<file path="src/rtl/upsampler_h_0_sequencer.sv">
// upsampler_h_0_sequencer: zero-insertion and 3-tap window builder feeding the fp16 horizontal 2x upsampler convolution
//   clk_i        rising-edge clock
//   rst_i        asynchronous active-low reset
//   pix_i        input sample, pix_valid_i / pix_ready_o handshake
//   window_o     3-tap window to the convolution, index 0 = left
//   kernel_o     constant [0.5, 1, 0.5] kernel
//   col_o/row_o  output column (0..2N-1) and row of window_o
//   valid_o      window_o/col_o/row_o valid
//   frame_end_o  pulse with the last window of the last row
module upsampler_h_0_sequencer #(
  parameter int FP_WIDTH   = 16,
  parameter int IMG_WIDTH  = 640,
  parameter int IMG_HEIGHT = 480
) (
  input  logic                         clk_i,
  input  logic                         rst_i,
  input  logic [FP_WIDTH-1:0]          pix_i,
  input  logic                         pix_valid_i,
  output logic                         pix_ready_o,
  output logic [2:0][FP_WIDTH-1:0]     window_o,
  output logic [2:0][FP_WIDTH-1:0]     kernel_o,
  output logic [15:0]                  col_o,
  output logic [15:0]                  row_o,
  output logic                         valid_o,
  output logic                         frame_end_o
);
  typedef enum logic [1:0] {S_FIRST, S_ODD, S_EVEN, S_TAIL} state_t;
  localparam logic [15:0] K_LAST   = 16'(IMG_WIDTH - 1);
  localparam logic [15:0] R_LAST   = 16'(IMG_HEIGHT - 1);
  localparam logic [15:0] COL_TAIL = 16'(2 * IMG_WIDTH - 1);
  localparam logic [FP_WIDTH-1:0] ZERO = '0;
  state_t state;
  logic [FP_WIDTH-1:0] p;
  logic [15:0] k;
  logic [15:0] r;
  assign kernel_o[0] = FP_WIDTH'(16'h3800);
  assign kernel_o[1] = FP_WIDTH'(16'h3C00);
  assign kernel_o[2] = FP_WIDTH'(16'h3800);
  // gated with rst_i so ready drops the instant reset asserts
  assign pix_ready_o = rst_i & (state == S_FIRST || state == S_ODD);
  always_ff @(posedge clk_i or negedge rst_i) begin
    if (!rst_i) begin
      state       <= S_FIRST;
      p           <= '0;
      k           <= '0;
      r           <= '0;
      window_o    <= '0;
      col_o       <= '0;
      row_o       <= '0;
      valid_o     <= 1'b0;
      frame_end_o <= 1'b0;
    end else begin
      valid_o     <= 1'b0;
      frame_end_o <= 1'b0;
      case (state)
        S_FIRST: if (pix_valid_i) begin
          window_o[0] <= ZERO;
          window_o[1] <= pix_i;
          window_o[2] <= ZERO;
          col_o       <= '0;
          row_o       <= r;
          valid_o     <= 1'b1;
          p           <= pix_i;
          k           <= '0;
          state       <= (IMG_WIDTH == 1) ? S_TAIL : S_ODD;
        end
        S_ODD: if (pix_valid_i) begin
          window_o[0] <= p;
          window_o[1] <= ZERO;
          window_o[2] <= pix_i;
          col_o       <= (k << 1) | 16'd1;
          row_o       <= r;
          valid_o     <= 1'b1;
          p           <= pix_i;
          k           <= k + 16'd1;
          state       <= S_EVEN;
        end
        S_EVEN: begin
          window_o[0] <= ZERO;
          window_o[1] <= p;
          window_o[2] <= ZERO;
          col_o       <= k << 1;
          row_o       <= r;
          valid_o     <= 1'b1;
          state       <= (k == K_LAST) ? S_TAIL : S_ODD;
        end
        S_TAIL: begin
          // right edge replicates the last sample
          window_o[0] <= p;
          window_o[1] <= ZERO;
          window_o[2] <= p;
          col_o       <= COL_TAIL;
          row_o       <= r;
          valid_o     <= 1'b1;
          frame_end_o <= (r == R_LAST);
          r           <= (r == R_LAST) ? '0 : r + 16'd1;
          state       <= S_FIRST;
        end
      endcase
    end
  end
endmodule

</file>
<file path="config.mk">
export PLATFORM = sky130hd
export DESIGN_NAME = upsampler_h_0_sequencer
export DESIGN_NICKNAME = d
export VERILOG_FILES = /design/src/rtl/upsampler_h_0_sequencer.sv
export SDC_FILE = /design/constraint.sdc
export NUM_CORES = 1
export LEC_CHECK = 0
export BUFFER_PORTS_ARGS = -buffer_cell sky130_fd_sc_hd__buf_4
export CORE_MARGIN = 8
export CORE_UTILIZATION = 30
export CTS_CLUSTER_SIZE = 25
export DETAILED_ROUTE_END_ITERATION = 10
export MAX_ROUTING_LAYER = met4
export PLACE_DENSITY = 0.62
export SLEW_MARGIN = 20
export SYNTH_ARGS = -nofsm -noshare
export SYNTH_HDL_FRONTEND = slang
export SYNTH_SLANG_ARGS = --single-unit
</file>
<file path="constraint.sdc">
create_clock -name clk_i -period 2.3 [get_ports clk_i]
set_input_delay 0.23 -clock clk_i [delete_from_list [all_inputs] [get_ports clk_i]]
set_output_delay 0.23 -clock clk_i [all_outputs]
set_load 0.005 [all_outputs]
</file>
======== Word-level counts from Yosys, hierarchy flattened ========
Index checks and enable logic that the tools add are counted.
Widths: inputs -> output; s select.
operators by class
  $add $sub $neg .......................... 2
  multipliers ............................. 0
  div/mod/pow operators ................... 0
  order comparisons ....................... 0
  equality and inequality tests ........... 8
  shift-type cells ........................ 0
  multiplexer cells ....................... 18
  bitwise gates (word level) .............. 1
  reduce and logical (&&, ||, !) cells .... 8
operators by type and width
  operator               number
  $pmux 48 s4            1
  $mux 48                2
  $mux 16                5
  $pmux 16 s2            2
  $pmux 16 s4            1
  $add 16x1->16 const B  2
  $eq 16x10->1 const B   1
  $eq 16x9->1 const B    1
  $pmux 2 s4             1
  $mux 2                 3
  $eq 2x2->1 const B     2
  $ne 2x2->1 const B     2
  $reduce_and 2->1       2
  $reduce_or 2->1        2
  $reduce_and 3->1       1
  $eq 2x1->1 const B     1
  $logic_not 2->1        1
  $mux 1                 2
  $ne 2x1->1 const B     1
  $pmux 1 s2             1
  $reduce_bool 2->1      1
  $and 1x1->1            1
  $logic_or 1x1->1       1
word-level totals
  register bits after elaboration ......... 132
  latch bits .............................. 0
  RAM bits ................................ 0
  memory bits (read-only) ................. 0
  bits of input ports ..................... 19
  logic and storage cells ................. 48
  memories kept ........................... 0

======== Longest topological paths before layout ========
  word-level depth ........................ 3
  mapped depth ............................ 6
  mapped depth without buffers ............ 5

======== Worst setup path after synthesis ========
No wires, ideal clock.
  path kind ............................... register to register
  start point ............................. register k[0]
  end point ............................... register k[14]
  library setup time ...................... 0.078 ns
  data arrival time ....................... 1.680 ns
  path slack .............................. 0.542 ns
  stages on the path, launching flop included .. 6
  buffers on the path ..................... 0
  clock period less this slack ............ 1.758 ns
  path through ............................ dfrtp_1 -> ha_1 -> nand3b_1 -> or4_1 -> or3_1 -> a21oi_1
between the ends
  longest elaborated chain between the ends .. 3
RTL lines
  element                 RTL line  text
  start, declared         34        logic [15:0] k;
  start signal, assigned  75        k <= k + 16'd1;
  $add 16x1->16           75
  $mux 16                 67        S_ODD: if (pix_valid_i) begin
  $pmux 16 s2             55        case (state)
Every way passes these cells. The select of a mux whose other input is x is not followed.
A chain may end at the register's enable or synchronous reset.

======== Worst setup path after layout ========
Ends and elaborated chain as after synthesis.

==> flow_summary.yaml <==
outcome:
  status: "complete, no violations"
placement:
  place.gp.congestion: 0.759
  dp.cells: 913
  dp_hpwl_um: 10900
  portBuffers: 101
  placedInstanceArea_sq_um: 6880
power:
  switching_share_pct: 31.9
  p_switching_w: 0.00276
  internal_power_w: 0.00588
  share_comb_of_total_power_pct: 28.0
  p_leak_nw: 3.49
  p_seq_share_pct: 39.8
  totalPowerFinal_w: 0.00864
  powerDensity_nw_per_um2: 1150
  ir_worst_vdd_uv: 595
  clkPwrFrac_pct: 32.3
global_routing:
  grt-ovfl-total: 0
  grt_max_degree: 44
  grt_pass1_vias: 4547
  grt_pass1_wl_um: 24600
  antenna_found_initial: 0
  grt_usage_pct: 13.2
synth:
  syn_area_sq_um: 5950
  synth_cells: 566
  ys_warn_count: 0
  synth_area_leaders: "dfrtp_1, mux2_2, buf_4"
  netlist.area_leader.share_pct: 55.5
  postSynthAreaPerCell_sq_um: 10.5
  synth-seq-cells: 132
  ys_types: 37
  synth_async_sr_flop_share_pct: 100
  ys.flop_type: "dfrtp_1"
  synth.largest_area_cell: "dfrtp_1"
  synth_seq_area_share_pct: 55.5
  synth_edf_count: 0
sta:
  skew_ns: 0.00888
  post-route-period-util_pct: 86.7
  finalSetupViolCount: 0
  tns_ns: 0
  worst_pin_slew_ns: 0.588
  rsz0062_at_grt: "no"
  fmax_mhz: 501
  hold_viol_final: 0
  slew_violations: 0
  slew_headroom_pct: 60.5
  period_minus_slack_ns: 2.00
layout:
  stdcell_count: 946
  drive_gt1_share_pct: 28.5
  fin_nets: 689
  n_fill_cell: 1948
  area_delta_synth_final_pct: 26.1
  multiInputGateArea_sq_um: 2310
  layout_commonest_cell: "dfrtp_1"
  final_cell_mix: "dfrtp_1, buf_4, nand2_1, o21ai_0, conb_1"
  fin_util_pct: 38.6
  stdcell_area_sq_um: 7510
  ff_latch_area_sq_um: 3300
  n_antenna_cell: 0
clock_network:
  cts_tree: "done"
  cts.clk_slew.worst_paths_ns: 0.06
  clock_latency_ns: 0.41
  numCtsBuffers: 17
  cts_max_level: 4
  post_cts_buffers: 0
  cts_hold_buf: 1
  cts-resized-gates: 0
  root_buffer: "clkbuf_16"
  cts.sinks: 132
  clk_path_buf_depth: 2
floorplan:
  die_w_um: 157
  ios: 150
  dieArea_sq_um: 24600
  initial_utilization_pct: 30.6
  core_area_sq_um: 19500
  row_count: 51
  dieHeight_um: 157
hold_path:
  holdCritStartpoint: "pix_i[6]"
  holdPathStages: 2
  min_to: "p[6]$_DFFE_PN0P_"
  hold_path_class: "in -> reg"
worst_setup_path:
  r2r_cells: 5
  required_ns: 2.62
  regToRegStartpoint: "k[0]$_DFFE_PN0P_"
  crit_type: "reg -> reg"
  cp-start-kind: "flop"
  crit_arrival_ns: 2.32
  r2r_setup_slack_ns: 0.30
  crit_path_end_kind: "flop"
  r2r-end: "k[14]$_DFFE_PN0P_"
  crit_fanout: 7
route:
  drt_iter0_markers: 202
  avgViaCountPerCell: 4.64
  first_pass_iters: 4
  drc: 0
  antenna_left: 0
  vias: 4386
  wire_per_inst_um: 16.6
  wirelength_um: 15700
run:
  drv.max_cap_violation_count: 0
[sequential cells by signal, indices dropped and copies added, names as in the netlist]
register     count
window_o        48
col_o           16
k               16
p               16
r               16
row_o           16
state            2
frame_end_o      1
valid_o          1
[logic make-up (layout without fill, tap and decap cells)]
family / after synthesis / count (layout) / synth area share (%)
flip-flops: 132 / 132 / 55.5
AND/OR/NAND/NOR: 156 / 156 / 12.4
AO/OA/AOI/OAI: 124 / 124 / 12.7
buffers and inverters: 92 / 161 / 8.87
XOR/XNOR: 24 / 24 / 3.53
adder cells (fa/ha/maj): 2 / 2 / 0.420
multiplexers: 34 / 34 / 6.41
other: 2 / 48 / 0.126
[power groups by stage]
| stage | logic (W) | registers [W] | clock network [W] |
|---|---|---|---|
| after floorplan | 0.00118 | 0.00338 | 0 |
| after global placement | 0.00243 | 0.00346 | 0 |
| after detailed placement | 0.00247 | 0.00347 | 0 |
| after CTS | 0.00248 | 0.00344 | 0.00286 |
| after global routing | 0.00270 | 0.00353 | 0.00295 |
| final | 0.00242 | 0.00344 | 0.00279 |
[synth_stat cells (3+ instances only)]
| master | number |
|---|---|
| o21ai_0 | 57 |
| mux2_2 | 33 |
| a21oi_1 | 20 |
| nor4_1 | 3 |
| nand2_1 | 77 |
| dfrtp_1 | 132 |
| or3_1 | 3 |
| nand4_1 | 11 |
| inv_1 | 7 |
| a221oi_1 | 16 |
| nor2_1 | 23 |
| nor3_1 | 11 |
| xnor2_1 | 16 |
| a22oi_1 | 31 |
| xor2_1 | 8 |
| clkbuf_1 | 30 |
| buf_1 | 5 |
| buf_4 | 48 |
| nor2b_1 | 5 |
| nand3_1 | 8 |
[metrics by stage]
stage          worst slack (ns)  hold slack [ns]
2_1_floorplan             0.542          -0.0656
3_3_place_gp              0.414            0.184
3_5_place_dp              0.335            0.182
4_1_cts                   0.298           0.0503
5_1_grt                   0.121           0.0491
6_report                  0.305           0.0730
[critical path, stage by stage, from the launching register on]
cell	delay (ns)
dfrtp_1	0.45
ha_1	0.23
nand3b_1	0.19
or4_1	0.54
or3_1	0.32
a21oi_1	0.18
[layout make-up]
class / instances / share of cell area [%]
clock buffers: 18 / 5.85
clock inverters: 14 / 2.33
inverters: 7 / 0.350
multi-input cells: 388 / 30.8
flip-flops and latches: 132 / 44.0
well taps: 265 / 4.42
repair buffers: 122 / 12.3
[layer usage]
metal	global-route usage [%]	vias to the layer above	routed length, um
met5	-	-	0
met4	3.84	0	150
met3	4.94	13	1240
met2	19.9	120	7210
met1	16.4	2160	7090
li1	-	2093	-
[worst max path at each step]
| stage | to | cells after the start | slack [ns] | from |
|---|---|---|---|---|
| detailed placement | k[14]$_DFFE_PN0P_ | 5 | 0.33 | k[0]$_DFFE_PN0P_ |
| global route | k[14]$_DFFE_PN0P_ | 5 | 0.12 | k[0]$_DFFE_PN0P_ |
| floorplan | k[14]$_DFFE_PN0P_ | 5 | 0.54 | k[0]$_DFFE_PN0P_ |
| global placement | k[14]$_DFFE_PN0P_ | 4 | 0.41 | state[1]$_DFFE_PN0P_ |
| finish | k[14]$_DFFE_PN0P_ | 5 | 0.30 | k[0]$_DFFE_PN0P_ |
| CTS | k[14]$_DFFE_PN0P_ | 5 | 0.30 | k[0]$_DFFE_PN0P_ |
No activity file was read; power rests on OpenSTA's default activity.
